`src/rtl/char_ram_arbiter.sv`:
```
// Shares one character RAM port between the text-mode video fetcher and a Wishbone slave.
// Video always wins the port; Wishbone waits for free cycles and flags starvation.
module char_ram_arbiter #(
    parameter int ADDR_W       = 11,
    parameter int DATA_W       = 8,
    parameter int STARVE_LIMIT = 64
) (
    input  logic              clk,
    input  logic              rst,
    input  logic              vid_req,
    input  logic [ADDR_W-1:0] vid_addr,
    output logic [DATA_W-1:0] vid_data,
    output logic              vid_valid,
    input  logic              wb_cyc,
    input  logic              wb_stb,
    input  logic              wb_we,
    input  logic [ADDR_W-1:0] wb_adr,
    input  logic [DATA_W-1:0] wb_dat_i,
    output logic [DATA_W-1:0] wb_dat_o,
    output logic              wb_ack,
    output logic              ram_en,
    output logic              ram_we,
    output logic [ADDR_W-1:0] ram_addr,
    output logic [DATA_W-1:0] ram_wdata,
    input  logic [DATA_W-1:0] ram_rdata,
    output logic              wb_starved
);

    localparam int CNT_W = $clog2(STARVE_LIMIT + 1);
    localparam logic [CNT_W-1:0] CNT_MAX = CNT_W'(STARVE_LIMIT);

    typedef enum logic [1:0] {
        IDLE,
        RD_WAIT,
        ACK
    } wb_state_t;

    // Who issued the read whose data appears on ram_rdata this cycle.
    typedef enum logic [1:0] {
        OWN_NONE,
        OWN_VID,
        OWN_WB
    } owner_t;

    wb_state_t        state;
    owner_t           owner;
    logic             wb_req;
    logic             wb_grant;
    logic [CNT_W-1:0] wait_cnt;

    assign wb_req   = wb_cyc & wb_stb;
    assign wb_grant = !rst && (state == IDLE) && wb_req && !vid_req;

    // The port is steered combinationally so video gets the RAM in the cycle it asks.
    always_comb begin
        ram_en    = 1'b0;
        ram_we    = 1'b0;
        ram_addr  = '0;
        ram_wdata = '0;
        if (!rst) begin
            if (vid_req) begin
                ram_en   = 1'b1;
                ram_addr = vid_addr;
            end else if (wb_grant) begin
                ram_en    = 1'b1;
                ram_we    = wb_we;
                ram_addr  = wb_adr;
                ram_wdata = wb_dat_i;
            end
        end
    end

    assign wb_starved = (wait_cnt == CNT_MAX);

    always_ff @(posedge clk or posedge rst) begin
        if (rst) begin
            state     <= IDLE;
            owner     <= OWN_NONE;
            wb_ack    <= 1'b0;
            wb_dat_o  <= '0;
            vid_valid <= 1'b0;
            vid_data  <= '0;
            wait_cnt  <= '0;
        end else begin
            if (vid_req)
                owner <= OWN_VID;
            else if (wb_grant && !wb_we)
                owner <= OWN_WB;
            else
                owner <= OWN_NONE;

            vid_valid <= (owner == OWN_VID);
            if (owner == OWN_VID)
                vid_data <= ram_rdata;
            if (owner == OWN_WB)
                wb_dat_o <= ram_rdata;

            wb_ack <= 1'b0;
            case (state)
                IDLE: begin
                    if (wb_grant) begin
                        state  <= wb_we ? ACK : RD_WAIT;
                        wb_ack <= wb_we;
                    end
                end
                RD_WAIT: begin
                    state  <= ACK;
                    wb_ack <= 1'b1;
                end
                ACK:     state <= IDLE;
                default: state <= IDLE;
            endcase

            // Only an IDLE request blocked by video counts as waiting.
            if ((state == IDLE) && wb_req && vid_req) begin
                if (wait_cnt != CNT_MAX)
                    wait_cnt <= wait_cnt + 1'b1;
            end else begin
                wait_cnt <= '0;
            end
        end
    end

endmodule

```
`config.mk`:
```
export PLATFORM = sky130hd
export DESIGN_NAME = char_ram_arbiter
export DESIGN_NICKNAME = d
export VERILOG_FILES = /design/src/rtl/char_ram_arbiter.sv
export SDC_FILE = /design/constraint.sdc
export NUM_CORES = 1
export LEC_CHECK = 0
export ABC_CLOCK_PERIOD_IN_PS = 2400
export CORE_ASPECT_RATIO = 0.75
export CORE_MARGIN = 5
export CORE_UTILIZATION = 37
export DETAILED_ROUTE_END_ITERATION = 16
export GPL_ROUTABILITY_DRIVEN = 0
export PLACE_DENSITY = 0.8
export SLEW_MARGIN = 20
export SYNTH_ARGS = -nofsm -noshare
export SYNTH_HDL_FRONTEND = slang
export SYNTH_SLANG_ARGS = --single-unit
export TNS_END_PERCENT = 30
```
`constraint.sdc`:
```
create_clock -name clk -period 2.4 [get_ports clk]
set_clock_uncertainty 0.15 [all_clocks]
set_input_delay 0.48 -clock clk [delete_from_list [all_inputs] [get_ports clk]]
set_output_delay 0.48 -clock clk [all_outputs]
set_load 0.02 [all_outputs]
```
Word-level counts from Yosys, hierarchy flattened --
Cells that the tools add are included.
Storage, ports and cells: register bits 29, bits of input ports 44
Cells by class: $add $sub $neg 1, equality and inequality tests 7, mux-type cells 20, bitwise operators 1, reduce and logical (&&, ||, !) cells 10
Operator list (number):
- 2-to-1 mux 11 bit | 3
- 2-to-1 mux 8 bit | 3
- 2-to-1 mux 7 bit | 2
- 2-to-1 mux 2 bit | 4
- adder 7 x 1 -> 7 bit (second input constant) | 1
- equality test 7 bit (second input constant) | 1
- != test 7 bit (second input constant) | 1
- logical AND 1 bit | 6
- 2-to-1 mux 1 bit | 6
- equality test 2 x 1 -> 1 bit (second input constant) | 2
- case mux 2 bit (2 select lines) | 1
- zero test 1 bit | 3
- equality test 2 bit (second input constant) | 1
- zero test 2 bit | 1
- != test 2 x 1 -> 1 bit (second input constant) | 1
- != test 2 bit (second input constant) | 1
- case mux 1 bit (2 select lines) | 1
- AND 1 bit | 1

Logic depth before layout (Yosys ltp) --
word-level depth 7, depth in mapped cells 5

Worst setup path before layout --
No wires, ideal clock.
kind input port to output port, start point input wb_cyc, end point output ram_addr[0], arrival 1.442 ns, required time 1.770 ns, slack 0.328 ns, cell stages on the path 4, path buffers 1, cells stage by stage and4bb_2 nor3b_4 buf_2 a22o_1
Between the ends: word-level cells in the longest chain between the ends 6
Ends and longest elaborated chain:
- start: declaration | RTL line 14 | input logic wb_cyc,
- AND 1 bit | RTL line 51 | assign wb_req = wb_cyc & wb_stb;
- logical AND 1 bit (2 in series) | RTL line 52 | assign wb_grant = !rst && (state == IDLE) && wb_req && !vid_req;
- 2-to-1 mux 11 bit | RTL line 64 | end else if (wb_grant) begin
- 2-to-1 mux 11 bit | RTL line 61 | if (vid_req) begin
- 2-to-1 mux 11 bit | RTL line 60 | if (!rst) begin
- end: declaration | RTL line 23 | output logic [ADDR_W-1:0] ram_addr,
No other way between the ends.

Worst setup path after layout --
start point input wb_stb, end point output ram_addr[9]
Between the ends: word-level cells in the longest chain between the ends 6
Ends and longest elaborated chain:
- start: declaration | RTL line 15 | input logic wb_stb,
- AND 1 bit | RTL line 51
- logical AND 1 bit (2 in series) | RTL line 52
- 2-to-1 mux 11 bit | RTL line 64
- 2-to-1 mux 11 bit | RTL line 61
- 2-to-1 mux 11 bit | RTL line 60
No other way between the ends.

==> flow_metrics.env <==
export IMPL_start_kind="input pin"
export IMPL_cts_sinks=29
export IMPL_die_area_um2=5005
export IMPL_setup_slack_ns=-0.0008789
export IMPL_synth_cell_types=23
export IMPL_syn_area_um2=1361
export IMPL_cap_viol_max_count=0
export IMPL_wl_um=3847
export IMPL_ctsRootBufferMaster="clkbuf_8"
export IMPL_timing_setup_tns_ns=-0.0008789
export IMPL_hpwl_um=3015
export IMPL_drc=0
export IMPL_rows=19
export IMPL_peakVddDrop_mv=0.2210
export IMPL_final_nets=260
export IMPL_overflow=0
export IMPL_synth_seq_area_share_pct=53.31
export IMPL_cts_buffers=5
export IMPL_drt_pass1_iterations=4
export IMPL_start_util_pct=37.67
export IMPL_cp_slowest_cell="and4bb_2"
export IMPL_grt_setup_unrepaired="true"
export IMPL_layout_drive_gt1_share_pct=29.30
export IMPL_cts_buffer_depth=2
export IMPL_synthTopCellsByArea="dfrtp_1 53%, mux2_2 13%, a22o_1 8.4%, and2_1 4.1%, ha_1 1.8%"
export IMPL_clkSlewWorstSetupHoldPaths_ns=0.06
export IMPL_antenna_left=0
export IMPL_synth_fp_nets=160
export IMPL_tightest_slew_ns=0.7370
export IMPL_critical_path_class="in -> out"
export IMPL_die_w_um=80.04
export IMPL_port_buffers=83
export IMPL_p_total_mw=1.313
export IMPL_yosysWarnings=0
export IMPL_min_period_ns=2.401
export IMPL_ys_ff_latch=29
export IMPL_crit_arrival_ns=1.77
export IMPL_cts_tree="built"
export IMPL_grt_first_pass_wirelength_um=6127
export IMPL_worst_setup_path_end_kind="primary output"
export IMPL_io_pin_count=84
export IMPL_drv_slew=0
export IMPL_avgSynthCellArea_um2=11.94
export IMPL_rrSetupSlack_ns=0.63
export IMPL_hold_slack_ns=0.3463
export IMPL_hold_violations=0
export IMPL_fill_cells=275
export IMPL_grt_max_degree=30
export IMPL_via_per_inst=4.846
export IMPL_die_y_um=62.53
export IMPL_antenna_found_initial=0
export IMPL_gr_usage_all_layers_pct=15.63
export IMPL_synthToLayoutAreaGrowth_pct=80.88
export IMPL_wl_per_cell_um=14.41
export IMPL_slowest_delay_ns=0.24
export IMPL_worstPathCellList="dlygate4sd2_1, and4bb_2, nor3b_4, buf_4, buf_16, a22o_1, buf_6"
export IMPL_synth_top_area_share_pct=53.31
export IMPL_coreArea_um2=3613
export IMPL_first_iter_violations=49
export IMPL_power_leakage_nw=1.095
export IMPL_fmax_mhz=416.5
export IMPL_powerDensity_nw_per_um2=533.4
export IMPL_antenna_cells=0
export IMPL_hold_buffers=0
export IMPL_grt_pass1_vias=1355
export IMPL_violations="setup timing"
export IMPL_vias=1294
export IMPL_cp_data_required_time_ns=1.77
export IMPL_netlist_instances=114
export IMPL_ctsHtreeMaxLevel=2
export IMPL_clock_latency_ns=0.28
export IMPL_setup_viol=1
export IMPL_hp_class="in -> async"
export IMPL_yosys_area_top_type="dfrtp_1"
export IMPL_finalCritPeriodShare_pct=100.0
export IMPL_status="finished with violations"
export IMPL_critPathMaxFanout=10
export IMPL_slew_headroom_pct=50.77
worst paths after layout:
check | start | endpoint | cells after the start
min | rst | wait_cnt[6] | 3
max | wb_stb | ram_addr[9] | 7
min in group clk | vid_data[4] | vid_data[4] | 1
max in group asynchronous | rst | vid_data[7] | 3
max reg2reg | wait_cnt[4] | wait_cnt[1] | 4
min reg2reg | vid_data[4] | vid_data[4] | 1
what timing repair did:
| action | CTS | global route |
|---|---|---|
| gates resized for setup | 91 | 28 |
| cloned | 2 | 0 |
| buffers inserted | 2 | 1 |
| endpoints found under the hold margin | 0 | 0 |
| endpoints found under the setup margin | 22 | 21 |
| pin swaps | 2 | 3 |
final cells by class:
class / count / area [µm²] / share of cell area (%)
Tap cell: 52 / 65.06 / 2.642
Sequential cell: 29 / 725.7 / 29.47
Clock buffer: 5 / 68.82 / 2.795
Clock inverter: 3 / 17.52 / 0.7114
Timing Repair Buffer: 98 / 969.7 / 39.38
Inverter: 4 / 15.01 / 0.6098
Multi-Input combinational cell: 76 / 600.6 / 24.39
cells in the final DEF (no fill, tap or decap), types with 3 or more instances in the layout:
| master | count |
|---|---|
| dlygate4sd2_1 | 5 |
| mux2_2 | 16 |
| buf_4 | 21 |
| and2_1 | 9 |
| dfrtp_1 | 29 |
| nand2_1 | 3 |
| nand3_1 | 3 |
| or3_1 | 3 |
| a22o_1 | 13 |
| a21oi_1 | 3 |
| nor3_1 | 3 |
| buf_6 | 10 |
| nor2_1 | 5 |
| o21ai_0 | 3 |
| inv_1 | 4 |
| nor2b_1 | 4 |
| clkdlybuf4s50_1 | 57 |
| clkbuf_8 | 5 |
sequential cells by signal, summed over array words and instances, names as in the netlist:
| signal | count |
|---|---|
| owner | 2 |
| state | 2 |
| vid_data | 8 |
| vid_valid | 1 |
| wait_cnt | 7 |
| wb_ack | 1 |
| wb_dat_o | 8 |
cell families (layout without fill, tap and decap cells):
| group | Yosys count | count (layout) | share of synthesized area [%] |
|---|---|---|---|
| AOI/OAI and AO/OA | 20 | 20 | 11.12 |
| xor gates and xnor gates | 3 | 3 | 1.930 |
| adders and majority gates | 2 | 2 | 1.838 |
| buffers and inverters | 9 | 110 | 2.573 |
| DFF | 29 | 29 | 53.31 |
| muxes | 16 | 16 | 13.24 |
| and+or+nand+nor | 35 | 35 | 15.99 |
layer usage:
metal  vias to the layer above  track usage (%)  share of wire [%]
met3                        11            6.916                 12
met4                         0            5.696                1.6
met5                         -                0                  0
li1                        600                -                  -
met2                        75            27.58                 49
met1                       608            16.18                 37
synthesized netlist by cell type:
master	count
xor2_1	2
and4bb_2	1
o21ai_0	3
nor2b_1	4
a21oi_1	3
nor2_1	5
inv_1	4
nand3_1	3
nand2_1	3
nor3_1	3
or3_1	3
and2_1	9
clkbuf_1	4
ha_1	2
a22o_1	13
or4b_4	1
nor3b_4	1
xnor2_1	1
dfrtp_1	29
nand2b_1	2
mux2_2	16
o21a_1	1
buf_2	1
per-stage QoR:
step / instances / util, % / setup WS, ns / cell area [µm²]
2_1_floorplan: 114 / - / 0.3284 / 1361
3_3_place_gp: 254 / 64.34 / -0.5592 / 2325
3_5_place_dp: 254 / 64.34 / -0.6105 / 2325
4_1_cts: 266 / 66.17 / 0.001152 / 2391
5_1_grt: 267 / 68.14 / -0.02750 / 2462
6_report: 267 / 68.14 / -0.0008789 / 2462
worst max-delay path, delay by kind of cell:
family / cells / cell delay [ns]
buffers and inverters: 4 / 0.65
AO/OA/AOI/OAI: 1 / 0.24
AND/OR/NAND/NOR: 2 / 0.40
power by group:
group / leakage (nW) / switching [mW] / internal [mW] / total, mW
Sequential: 0.363 / 0.0233 / 0.537 / 0.560
Clock: 0.0439 / 0.181 / 0.199 / 0.380
Combinational: 0.688 / 0.156 / 0.216 / 0.372
Total: 1.09 / 0.361 / 0.952 / 1.31
No activity file was read; power rests on OpenSTA's default activity.
